### config.mk
export PLATFORM = sky130hd
export DESIGN_NAME = avalon_pio_ctrl_flat
export DESIGN_NICKNAME = d
export VERILOG_FILES = /design/src/rtl/avalon_pio_ctrl_pkg.sv /design/src/rtl/avalon_pio_ctrl_if.sv /design/src/rtl/avalon_pio_ctrl_debounce.sv /design/src/rtl/avalon_pio_ctrl.sv /design/src/flat_wrapper.sv
export SDC_FILE = /design/constraint.sdc
export NUM_CORES = 1
export LEC_CHECK = 0
export ABC_AREA = 1
export BUFFER_PORTS_ARGS = -buffer_cell sky130_fd_sc_hd__clkbuf_2
export CAP_MARGIN = 40
export CORE_MARGIN = 4
export CORE_UTILIZATION = 66
export CTS_BUF_LIST = sky130_fd_sc_hd__clkbuf_8
export DETAILED_ROUTE_END_ITERATION = 16
export PLACE_DENSITY = 0.82
export RECOVER_POWER = 50
export SYNTH_ARGS = -nofsm -noshare
export SYNTH_HDL_FRONTEND = slang
export SYNTH_SLANG_ARGS = --single-unit
### constraint.sdc
create_clock -name clk_clk -period 3 [get_ports clk_clk]
set_clock_uncertainty 0.15 [all_clocks]
set_input_delay 0.6 -clock clk_clk [delete_from_list [all_inputs] [get_ports clk_clk]]
set_output_delay 0.6 -clock clk_clk [all_outputs]
set_load 0.01 [all_outputs]
### src/rtl/avalon_pio_ctrl_pkg.sv
// pio_ctrl_pkg: register map, bus width and counter sizing shared by the PIO controller
package pio_ctrl_pkg;
    localparam int DATA_W = 32;
    localparam logic [2:0] ADDR_DATA_IN  = 3'd0;
    localparam logic [2:0] ADDR_LED_OUT  = 3'd1;
    localparam logic [2:0] ADDR_LED_SET  = 3'd2;
    localparam logic [2:0] ADDR_LED_CLR  = 3'd3;
    localparam logic [2:0] ADDR_IRQ_MASK = 3'd4;
    localparam logic [2:0] ADDR_EDGE_CAP = 3'd5;
    localparam logic [2:0] ADDR_RISE_EN  = 3'd6;
    localparam logic [2:0] ADDR_FALL_EN  = 3'd7;
    function automatic int cnt_w(input int n);
        return ($clog2(n + 1) < 1) ? 1 : $clog2(n + 1);
    endfunction
endpackage

### src/rtl/avalon_pio_ctrl_if.sv
// avalon_pio_ctrl_if: Avalon-MM slave bus bundle for the PIO controller
interface avalon_pio_ctrl_if;
    import pio_ctrl_pkg::*;
    logic [2:0]        avs_address;
    logic              avs_read;
    logic              avs_write;
    logic [DATA_W-1:0] avs_writedata;
    logic [DATA_W-1:0] avs_readdata;
    modport master (output avs_address, avs_read, avs_write, avs_writedata, input avs_readdata);
    modport slave  (input avs_address, avs_read, avs_write, avs_writedata, output avs_readdata);
endinterface

### src/rtl/avalon_pio_ctrl_debounce.sv
// pio_debounce: one switch channel - synchroniser, stability counter, debounced level and edge pulses
module pio_debounce
    import pio_ctrl_pkg::*;
#(
    parameter int DEB_CYCLES  = 50000,
    parameter int SYNC_STAGES = 2
) (
    input  logic clk,
    input  logic rst_n,
    input  logic sw,
    output logic d,
    output logic rise,
    output logic fall
);
    localparam int CW = cnt_w(DEB_CYCLES);
    logic [SYNC_STAGES-1:0] sync_q, sync_d;
    logic [CW-1:0]          cnt_q, cnt_d;
    logic                   d_q, d_d, s, hit;
    assign s = sync_q[SYNC_STAGES-1];
    // hit marks the cycle whose closing edge commits the new level, so pulses align with d changing
    assign hit = (s != d_q) && (cnt_q == CW'(DEB_CYCLES - 1));
    always_comb begin
        sync_d = {sync_q[SYNC_STAGES-2:0], sw};
        cnt_d  = (s == d_q || hit) ? '0 : cnt_q + 1'b1;
        d_d    = hit ? s : d_q;
    end
    always_ff @(posedge clk or negedge rst_n) begin
        if (!rst_n) begin
            sync_q <= '0;
            cnt_q  <= '0;
            d_q    <= 1'b0;
        end else begin
            sync_q <= sync_d;
            cnt_q  <= cnt_d;
            d_q    <= d_d;
        end
    end
    assign d    = d_q;
    assign rise = hit & s;
    assign fall = hit & ~s;
endmodule

### src/rtl/avalon_pio_ctrl.sv
// avalon_pio_ctrl: Avalon-MM LED/switch PIO with debounced inputs, atomic LED updates and edge interrupts
module avalon_pio_ctrl
    import pio_ctrl_pkg::*;
#(
    parameter int SW_W        = 10,
    parameter int LED_W       = 10,
    parameter int DEB_CYCLES  = 50000,
    parameter int SYNC_STAGES = 2
) (
    input  logic                clk_clk,
    input  logic                reset_reset_n,
    avalon_pio_ctrl_if.slave    avs,
    input  logic [SW_W-1:0]     sw_in,
    output logic [LED_W-1:0]    led_out,
    output logic                irq
);
    logic [SW_W-1:0]   deb, rise_p, fall_p;
    logic [LED_W-1:0]  led_q, led_d;
    logic [SW_W-1:0]   mask_q, mask_d, cap_q, cap_d, rise_en_q, rise_en_d, fall_en_q, fall_en_d;
    logic [DATA_W-1:0] rdata_q, rdata_d, rmux;
    logic [2:0]        addr;
    logic              wr, unused_wd;
    assign addr      = avs.avs_address;
    assign wr        = avs.avs_write;
    assign unused_wd = ^avs.avs_writedata;
    for (genvar i = 0; i < SW_W; i++) begin : g_deb
        pio_debounce #(.DEB_CYCLES(DEB_CYCLES), .SYNC_STAGES(SYNC_STAGES)) u_deb (
            .clk   (clk_clk),
            .rst_n (reset_reset_n),
            .sw    (sw_in[i]),
            .d     (deb[i]),
            .rise  (rise_p[i]),
            .fall  (fall_p[i])
        );
    end
    always_comb begin
        led_d = (wr && addr == ADDR_LED_OUT) ? avs.avs_writedata[LED_W-1:0] :
                (wr && addr == ADDR_LED_SET) ? led_q | avs.avs_writedata[LED_W-1:0] :
                (wr && addr == ADDR_LED_CLR) ? led_q & ~avs.avs_writedata[LED_W-1:0] : led_q;
        mask_d    = (wr && addr == ADDR_IRQ_MASK) ? avs.avs_writedata[SW_W-1:0] : mask_q;
        rise_en_d = (wr && addr == ADDR_RISE_EN)  ? avs.avs_writedata[SW_W-1:0] : rise_en_q;
        fall_en_d = (wr && addr == ADDR_FALL_EN)  ? avs.avs_writedata[SW_W-1:0] : fall_en_q;
        // new captures are OR-ed in after the W1C so a coincident set survives
        cap_d = (cap_q & ~((wr && addr == ADDR_EDGE_CAP) ? avs.avs_writedata[SW_W-1:0] : '0))
              | (rise_p & rise_en_q) | (fall_p & fall_en_q);
        case (addr)
            ADDR_DATA_IN:  rmux = DATA_W'(deb);
            ADDR_LED_OUT:  rmux = DATA_W'(led_q);
            ADDR_IRQ_MASK: rmux = DATA_W'(mask_q);
            ADDR_EDGE_CAP: rmux = DATA_W'(cap_q);
            ADDR_RISE_EN:  rmux = DATA_W'(rise_en_q);
            ADDR_FALL_EN:  rmux = DATA_W'(fall_en_q);
            default:       rmux = '0;
        endcase
        rdata_d = avs.avs_read ? rmux : rdata_q;
    end
    always_ff @(posedge clk_clk or negedge reset_reset_n) begin
        if (!reset_reset_n) begin
            led_q     <= '0;
            mask_q    <= '0;
            cap_q     <= '0;
            rise_en_q <= '0;
            fall_en_q <= '0;
            rdata_q   <= '0;
        end else begin
            led_q     <= led_d;
            mask_q    <= mask_d;
            cap_q     <= cap_d;
            rise_en_q <= rise_en_d;
            fall_en_q <= fall_en_d;
            rdata_q   <= rdata_d;
        end
    end
    assign led_out          = led_q;
    assign avs.avs_readdata = rdata_q;
    assign irq              = |(cap_q & mask_q);
endmodule

### src/flat_wrapper.sv
// flat-port wrapper written by rule: the top's interface ports become plain ports
module avalon_pio_ctrl_flat import pio_ctrl_pkg::*;
#(
    parameter int SW_W        = 10,
    parameter int LED_W       = 10,
    parameter int DEB_CYCLES  = 50000,
    parameter int SYNC_STAGES = 2
)
  (clk_clk, reset_reset_n, sw_in, led_out, irq, avs_avs_address, avs_avs_read, avs_avs_write, avs_avs_writedata, avs_avs_readdata);
  avalon_pio_ctrl_if avs_i ();
  input  logic clk_clk;
  input  logic reset_reset_n;
  input  logic [SW_W-1:0] sw_in;
  output logic [LED_W-1:0] led_out;
  output logic irq;
  input wire logic [$bits(avs_i.avs_address)-1:0] avs_avs_address;
  input wire logic [$bits(avs_i.avs_read)-1:0] avs_avs_read;
  input wire logic [$bits(avs_i.avs_write)-1:0] avs_avs_write;
  input wire logic [$bits(avs_i.avs_writedata)-1:0] avs_avs_writedata;
  output wire logic [$bits(avs_i.avs_readdata)-1:0] avs_avs_readdata;
  assign avs_i.avs_address = avs_avs_address;
  assign avs_i.avs_read = avs_avs_read;
  assign avs_i.avs_write = avs_avs_write;
  assign avs_i.avs_writedata = avs_avs_writedata;
  assign avs_avs_readdata = avs_i.avs_readdata;
  avalon_pio_ctrl #(.SW_W(SW_W), .LED_W(LED_W), .DEB_CYCLES(DEB_CYCLES), .SYNC_STAGES(SYNC_STAGES)) u_core (.clk_clk(clk_clk), .reset_reset_n(reset_reset_n), .avs(avs_i), .sw_in(sw_in), .led_out(led_out), .irq(irq));
endmodule
==> flow_summary.ini, run 1 <==
[routing]
wirelength_um = 29190
vias = 11765
avgViaCountPerCell = 5.404
ant_nets = 0
drc = 0
drt-wirelength-per-cell_um = 13.41
firstDrtPassIters = 5
drt_iter0_drc = 695

[clock_tree]
cts_tree = yes
clock-sinks = 250
cts-buffers-inserted = 42
root_buffer = clkbuf_8
cts_htree_levels = 2
clk_pin_slew_worst_paths_ps = 60
clockBufferDepth = 3
clk-insertion-delay-late_ps = 530

[setup_path]
critPathTopFamily = flip-flops
cp.buffers_inverters = 1
critPathCaptureType = output pin
path_max_fanout = 3
crit_arrival_ps = 1550
crit_type = flop to output pin
slowest_stage = dfrtp_1
crit_path_start_kind = flop
path_cells = a22o_1 > nor3_1 > nand2_1 > clkbuf_2
cp_data_required_time_ps = 2250
critPathMaxStageDelay_ps = 410

[synth]
ys_seq_elements = 250
ys_warn_count = 0
synth_cell_type_count = 33
netlist_area_um2 = 13430
seq_area_frac_synth_pct = 46.59
synthFlopType = dfrtp_1
postSynthAreaPerCell_um2 = 7.434
synthArstFlopShare_pct = 100.0
synth_cells = 1806
synth_edf_count = 0

[outcome]
status = finished, final reports clean

[placed_design]
portBuffers = 47
pre_cts_slack_ps = 483.8
place_hpwl_um = 20400
gp_congestion = 0.9400
placed_cell_area_um2 = 13840

[power_and_ir_drop]
p_int_mw = 5.619
power_frac_comb_pct = 8.4
power_density_nw_per_um2 = 513.8
clkPwrFrac_pct = 42.3
p_switching_mw = 1.956
seqPwrFrac_pct = 49.3
p_leak_nw = 6.784
p_sw_share_pct = 25.82
irDropWorstVdd_v = 0.0004759

[global_routing]
grt_first_pass_wirelength_um = 50280
grt_max_degree = 77
grt_pass1_vias = 11243
busiest_layer = met2
use_met1_pct = 36.48
antenna_found_initial = 0
globalRouteMet3Util_pct = 5.418
grt-ovfl-total = 0
gr-usage-all-layers_pct = 26.59
use_met2_pct = 42.83

[layout]
fill_cells = 1516
area_growth_pct = 9.803
final_nets = 1942
antenna_cells = 0
drive_gt1_share_pct = 9.310
fin_area_um2 = 14740

[timing]
drv_slew = 0
finalSetupViolCount = 0
rsz0062_at_grt = false
final_hold_viol_count = 0
slew_headroom_pct = 23.15
layout_min_cycle_time_ps = 2299
fin_crit_sh_pct = 76.63
tightestPinTransition_ps = 1153
fmax_ghz = 0.4350
fin_setup_tns_ps = 0
setup_slack_ps = 701.2

[floorplan]
start_util_pct = 68.09
die_h_um = 150.6
row_count = 51
die_w_um = 150.6
io_pins = 92
core_um2 = 19720
die_area_um2 = 22690

[min_path]
min_path_type = primary input to flop

[flow_run]
maxCapViolCount = 0
-- what timing repair did --
| action | in CTS | in global routing |
|---|---|---|
| buffers inserted | 0 | 0 |
| resized for setup | 0 | 0 |
| endpoints found under the hold margin | 79 | 0 |
| hold buffers | 8 | 0 |
-- worst paths after layout --
check | cells past startpoint | startpoint | end | slack [ps]
max | 4 | u_core.mask_q[8] | irq | 700
min | 1 | sw_in[5] | u_core.g_deb[5].u_deb.sync_q[0] | 30
max reg2reg | 8 | u_core.g_deb[4].u_deb.cnt_q[0] | u_core.g_deb[4].u_deb.cnt_q[6] | 1100
min reg2reg | 0 | u_core.g_deb[7].u_deb.sync_q[0] | u_core.g_deb[7].u_deb.sync_q[1] | 190
max in group asynchronous | 3 | reset_reset_n | u_core.g_deb[8].u_deb.cnt_q[15] | 710
min in group asynchronous | 2 | reset_reset_n | u_core.g_deb[9].u_deb.cnt_q[8] | 470
-- kinds of logic (layout without fill, tap and decap cells) --
| kind of cell | after synthesis | in the layout | synth area share [%] |
|---|---|---|---|
| and+or+nand+nor | 1103 | 1103 | 35.39 |
| buffers and inverters | 256 | 341 | 8.405 |
| DFF | 250 | 250 | 46.59 |
| AOI/OAI and AO/OA | 143 | 143 | 5.843 |
| xor gates and xnor gates | 43 | 43 | 2.805 |
| adders and majority gates | 10 | 10 | 0.9319 |
| other | 1 | 22 | 0.02793 |
-- cells in the mapped netlist (7+ instances only) --
master	number	area, µm²
a21oi_1	22	110.1
buf_2	13	65.06
buf_4	24	180.2
buf_6	8	90.09
clkbuf_1	11	41.29
dfrtp_1	250	6256
ha_1	10	125.1
inv_1	190	713.2
inv_2	8	30.03
nand2_1	450	1689
nand2_2	18	112.6
nand2_4	7	78.83
nand3_1	129	645.6
nand4_1	76	475.5
nor2_1	376	1411
nor2_4	13	146.4
nor3_1	20	100.1
o21ai_0	89	445.4
o21bai_1	19	142.6
o22ai_1	9	56.30
or2_2	9	56.30
xnor2_1	7	61.31
xor2_1	36	315.3
-- power by group through the flow --
stage                     Clock, mW  Combinational (mW)  Sequential (mW)
after floorplan                   0               0.399             3.76
after global placement            0               0.618             3.78
after detailed placement          0               0.641             3.79
after CTS                      3.28               0.653             3.73
after global routing           3.43               0.733             3.75
final                          3.20               0.635             3.74
-- routing by layer --
metal  up-vias  share of wire, %  routed length (µm)
met1      5475                44               12810
met2       366                46               13410
met3        69               7.6                2231
met5         -                 0                   0
li1       5855                 -                   -
met4         0               2.5                 734
-- placed cells by master (no fill, tap or decap) --
cell type	instances
o21bai_1	19
ha_1	10
nor2_2	2
nand4_1	76
clkbuf_1	6
buf_8	1
dlygate4sd3_1	8
xnor2_1	7
nand2_4	7
and3_1	1
nand3_2	1
clkbuf_2	47
o21ai_0	89
or2_2	9
inv_1	195
nand2_1	451
o21a_1	1
nand3_1	129
conb_1	22
o22ai_1	9
a22o_1	2
dfrtp_1	250
clkbuf_8	56
nor2_4	11
nor2_1	378
clkinv_2	10
a21oi_1	22
xor2_1	36
nor3_1	20
clkinv_1	1
bufinv_16	2
buf_4	6
nand2_2	17
o21ai_1	1
nor3b_1	1
clkbuf_4	1
inv_2	8
-- per-stage QoR --
stage | cells | hold slack (ps) | utilization [%] | total power [mW]
after global routing | 2177 | 10.98 | 74.77 | 7.918
after floorplan | 1827 | 154.4 | - | 4.155
after CTS | 2177 | 1.076 | 75.18 | 7.663
after detailed placement | 2096 | 184.7 | 70.21 | 4.429
after global placement | 2096 | 181.8 | 70.21 | 4.403
final | 2177 | 31.87 | 74.77 | 7.575
-- registers in the layout (all words and copies together) (netlist names), named ones only --
register and count:
u_core.g_deb.u_deb.cnt_q 160, u_core.g_deb.u_deb.sync_q 20, u_core.avs.avs_readdata 10, u_core.cap_q 10
u_core.fall_en_q 10, u_core.g_deb.u_deb.d 10, u_core.mask_q 10, u_core.rise_en_q 10
-- area by class of cell --
class | instances | area (µm²) | area share [%]
sequential | 250 | 6256 | 42.43
multi-input combinational | 1321 | 6103 | 41.40
clock buffer | 56 | 770.7 | 5.228
inverter | 199 | 747.0 | 5.067
timing repair buffer | 69 | 405.4 | 2.750
tap | 265 | 331.6 | 2.249
clock inverter | 17 | 128.9 | 0.8741
No activity file was read; power rests on OpenSTA's default activity.
==> run 2, diff against run 1 <==
CORE_UTILIZATION = 63   (was 66)
PLACE_DENSITY = 0.79   (was 0.82)
clock period = 2.3 ns   (was 3 ns; I/O delays follow)
==> flow_summary.ini, run 2 (synthesis results as in run 1) <==
[layout]
mostFrequentLayoutCell = nand2_1
area_growth_pct = 10.96
final_nets = 1957
antenna_cells = 0
drive_gt1_share_pct = 9.891
final_cells = 2206
regMostFlops = u_core.g_deb.u_deb.cnt_q
largest_reg_flops = 160
layout_common_cells = nand2_1 (450), nor2_1 (376), dfrtp_1 (250)
biggestRegsByFlops = u_core.g_deb.u_deb.cnt_q: 160 flops, u_core.g_deb.u_deb.sync_q: 20 flops

[placed_design]
gp_congestion = 0.9328
place_hpwl_um = 20780
placed_cells = 2116
portBuffers = 47

[global_routing]
grt_max_degree = 72
gr-usage-all-layers_pct = 25.14
grt-ovfl-total = 0
grt_first_pass_wirelength_um = 50850
grt_pass1_vias = 11236
antenna_found_initial = 1

[clock_tree]
clockBufferDepth = 3
cts-buffers-inserted = 44
ctsResizeCount = 0
clk_pin_slew_worst_paths_ps = 60
clock-sinks = 250
root_buffer = clkbuf_8
cts_setup_buffers = 0
cts_tree = yes
cts_htree_levels = 2
clk-insertion-delay-late_ps = 550

[power_and_ir_drop]
power_density_nw_per_um2 = 658.7
p_sw_share_pct = 25.98
seqPwrFrac_pct = 49.6
p_leak_nw = 6.878
p_int_mw = 7.264
irDropWorstVdd_v = 0.0005082
power_frac_comb_pct = 8.8
p_switching_mw = 2.549
clkPwrFrac_pct = 41.7

[routing]
avgViaCountPerCell = 5.355
drt-wirelength-per-cell_um = 13.29
firstDrtPassIters = 5
drc = 0
ant_nets = 0
drt_iter0_drc = 853
vias = 11814
wirelength_um = 29330

[setup_path]
crit_path_start_kind = flop
crit_top_cell = nand2_1
cp-startpoint = u_core.cap_q[1]
path_depth = 5
critPathMaxStageDelay_ps = 410
endpoint = irq
crit_arrival_ps = 1600
worstRegToRegCells = 6
worst_r2r_endpoint = u_core.g_deb[2].u_deb.cnt_q[13]
path_max_fanout = 3
r2r_slack_ps = 440
cp_data_required_time_ps = 1690
crit_type = flop to output pin
critPathCaptureType = output pin
reg2reg_from = u_core.g_deb[2].u_deb.cnt_q[0]
cp.buffers_inverters = 1
path_cells = nand2_1 > nand3_1 > nor3_1 > nand2_1 > clkbuf_2
slowest_stage = dfrtp_1
critPathTopFamily = simple AND/OR/NAND/NOR gates

[timing]
fmax_ghz = 0.4535
rsz0062_at_grt = false
fin_crit_sh_pct = 95.87
final_hold_viol_count = 0
finalSetupViolCount = 0
fin_setup_tns_ps = 0
tightestPinTransition_ps = 811.0
slew_headroom_pct = 45.93
drv_slew = 0
layout_min_cycle_time_ps = 2205

[floorplan]
die_w_um = 154.0
start_util_pct = 63.87
die_area_um2 = 23710
die_h_um = 154.0
core_um2 = 21020
io_pins = 92
row_count = 53

[outcome]
status = finished, final reports clean

[flow_run]
maxCapViolCount = 0

[min_path]
min_path_type = primary input to flop
## run 2: cell types whose count changed in the layout (fill, tap and decap cells not counted), moves of 3 or more
| cell | before | now |
|---|---|---|
| clkinvlp_4 | 0 | 3 |
| buf_4 | 6 | 17 |
| clkinv_2 | 10 | 6 |
| inv_1 | 195 | 205 |
| clkbuf_1 | 6 | 2 |
| clkbuf_8 | 56 | 53 |
| dlygate4sd3_1 | 8 | 11 |
## run 2: power by group through the flow
stage	logic, mW	registers, mW	clock network (mW)
CTS	0.880	4.86	4.20
global route	0.987	4.89	4.40
global placement	0.837	4.92	0
finish	0.862	4.86	4.09
detailed placement	0.858	4.93	0
floorplan	0.520	4.90	0
## run 2: how the worst min path moves through the flow
stage,cells after the start,startpoint,slack [ps],end
final,4,avs_avs_writedata[8],60,u_core.cap_q[8]
after CTS,4,avs_avs_writedata[8],30,u_core.cap_q[8]
after detailed placement,0,u_core.g_deb[7].u_deb.sync_q[0],180,u_core.g_deb[7].u_deb.sync_q[1]
after floorplan,0,reset_reset_n,10,asynchronous set/reset pin
after global placement,0,u_core.g_deb[7].u_deb.sync_q[0],180,u_core.g_deb[7].u_deb.sync_q[1]
after global routing,4,avs_avs_writedata[6],50,u_core.cap_q[6]
## run 2: routing by layer
layer  vias up  global-route usage [%]  share of wire (%)
met5         -                       0              0.041
met4         2                   8.999                2.7
met3        65                   5.545                6.6
met2       350                   40.16                 46
met1      5498                   34.11                 45
li1       5899                       -                  -
## run 2: through the flow
stage	hold WS [ps]	setup slack, ps	util [%]	area, µm²	power [mW]
2_1_floorplan	14.41	728.5	-	13510	5.419
5_1_grt	52.39	26.27	70.87	14900	10.28
6_report	55.45	94.95	70.87	14900	9.813
3_5_place_dp	184.7	289.5	66.33	13940	5.792
3_3_place_gp	181.7	327.6	66.33	13940	5.762
4_1_cts	28.16	78.47	71.13	14950	9.934
## run 2: tightest hold or removal path: stages
cell and delay [ps]:
clkbuf_2 90, nand2_1 60, nand2_1 50, nand3_1 70
## run 2: layout make-up
cell class,count,area (µm²)
sequential,250,6256
fill,1656,6123
multi-input combinational,1321,6121
inverter,199,747.0
clock buffer,53,729.5
timing repair buffer,82,531.8
tap,275,344.1
clock inverter,26,168.9
## run 2: what timing repair did
action / CTS / global route
hold endpoints to repair: 132 / 0
hold buffers: 11 / 0
setup endpoints to repair: 0 / 0
==> run 3, diff against run 2 <==
CORE_ASPECT_RATIO = 1.5   (was unset)
CORE_UTILIZATION = 35   (was 63)
HOLD_SLACK_MARGIN = 0.1   (was unset)
PLACE_DENSITY = 0.47   (was 0.79)
==> flow_summary.ini, run 3 (synthesis results as in run 1) <==
[outcome]
status = finished, final reports clean

[layout]
final_nets = 1973
regMostFlops = u_core.g_deb.u_deb.cnt_q
fill_cells = 3974
layout_common_cells = nand2_1 (449), nor2_1 (376), dfrtp_1 (250)
final_cells = 2436
largest_reg_flops = 160
fin_area_um2 = 15310
drive_gt1_share_pct = 10.02
biggestRegsByFlops = u_core.g_deb.u_deb.cnt_q: 160 flops, u_core.g_deb.u_deb.sync_q: 20 flops
area_growth_pct = 14.04
mostFrequentLayoutCell = nand2_1

[clock_tree]
cts_tree = yes
root_buffer = clkbuf_8
clk_pin_slew_worst_paths_ps = 60
cts_htree_levels = 2
cts-buffers-inserted = 45
clock-sinks = 250
clockBufferDepth = 3
clk-insertion-delay-late_ps = 580

[setup_path]
critPathTopFamily = flip-flops
r2r_slack_ps = 480
crit_path_start_kind = flop
critPathCaptureType = output pin
slowest_stage = dfrtp_1
cp.buffers_inverters = 1
crit_arrival_ps = 1580
critPathMaxStageDelay_ps = 390
crit_type = flop to output pin
path_cells = a22o_1 > nor3_2 > nand2_1 > buf_4
path_max_fanout = 3
cp_data_required_time_ps = 1690

[timing]
layout_min_cycle_time_ps = 2194
slew_headroom_pct = 33.24
fin_crit_sh_pct = 95.39
finalSetupViolCount = 0
tightestPinTransition_ps = 1001
rsz0062_at_grt = false
fin_setup_tns_ps = 0
fmax_ghz = 0.4558
drv_slew = 0
final_hold_viol_count = 0

[floorplan]
start_util_pct = 35.55
die_w_um = 167.9
die_h_um = 247.9
die_area_um2 = 41620
row_count = 87
io_pins = 92
core_um2 = 37770

[routing]
drt_iter0_drc = 581
ant_nets = 0
drt-wirelength-per-cell_um = 13.70
vias = 11439
avgViaCountPerCell = 4.696
wirelength_um = 33370
drc = 0
firstDrtPassIters = 5

[power_and_ir_drop]
power_mw = 10.08
irDropWorstVdd_v = 0.0003930
power_density_nw_per_um2 = 658.3
p_leak_nw = 6.923

[global_routing]
antenna_found_initial = 1
grt_first_pass_wirelength_um = 56960
grt-ovfl-total = 0
grt_max_degree = 50
gr-usage-all-layers_pct = 16.54
grt_pass1_vias = 11377

[placed_design]
portBuffers = 47
placed_cell_area_um2 = 14220
gp_congestion = 0.8502
placed_cells = 2333
place_hpwl_um = 24020

[min_path]
min_path_type = flop to flop

[flow_run]
maxCapViolCount = 0
## run 3: worst paths after layout
| check | depth (start not counted) | end | startpoint |
|---|---|---|---|
| worst max-delay path | 4 | irq | u_core.mask_q[7] |
| worst min register to register | 0 | u_core.g_deb[6].u_deb.sync_q[1] | u_core.g_deb[6].u_deb.sync_q[0] |
| worst min-delay path | 0 | u_core.g_deb[6].u_deb.sync_q[1] | u_core.g_deb[6].u_deb.sync_q[0] |
| max in group asynchronous | 3 | u_core.g_deb[8].u_deb.cnt_q[13] | reset_reset_n |
| min in group asynchronous | 2 | u_core.g_deb[0].u_deb.cnt_q[13] | reset_reset_n |
| worst max register to register | 6 | u_core.g_deb[3].u_deb.cnt_q[15] | u_core.g_deb[3].u_deb.cnt_q[0] |
## run 3: metrics by stage
step	setup slack (ps)	util, %	hold WS [ps]
floorplan	728.5	-	14.41
global placement	416.9	37.66	182.8
detailed placement	413.0	37.66	184.7
CTS	1.991	40.69	170.0
global route	10.16	40.54	198.5
finish	106.1	40.54	193.9
## run 3: what timing repair did
action / 4_1_cts / 5_1_grt
setup endpoints to repair: 1 / 1
endpoints found under the hold margin: 288 / 0
gates resized for setup: 1 / 6
hold buffers: 22 / 0
setup buffers: 0 / 1
## run 3: where the power goes
| group | total [mW] | internal, mW | switching, mW |
|---|---|---|---|
| Sequential | 4.86 | 4.65 | 0.212 |
| Combinational | 0.897 | 0.319 | 0.578 |
| Clock | 4.32 | 2.39 | 1.93 |
## run 3: final cells by class
type | count | area [µm²] | area share, %
diodes | 1 | 2.502 | 0.01634
clock buffers | 55 | 757.0 | 4.944
clock inverters | 24 | 163.9 | 1.070
inverters | 199 | 747.0 | 4.878
multi-input cells | 1321 | 6138 | 40.09
flip-flops and latches | 250 | 6256 | 40.86
well taps | 489 | 611.8 | 3.996
repair buffers | 97 | 635.6 | 4.151
## run 3: routing by layer
layer | GRT usage [%] | vias up | share of wire, %
met3 | 3.330 | 66 | 4.7
met2 | 28.86 | 185 | 49
met5 | 0 | - | 0
li1 | - | 5913 | -
met4 | 5.541 | 0 | 2.7
met1 | 20.47 | 5275 | 44
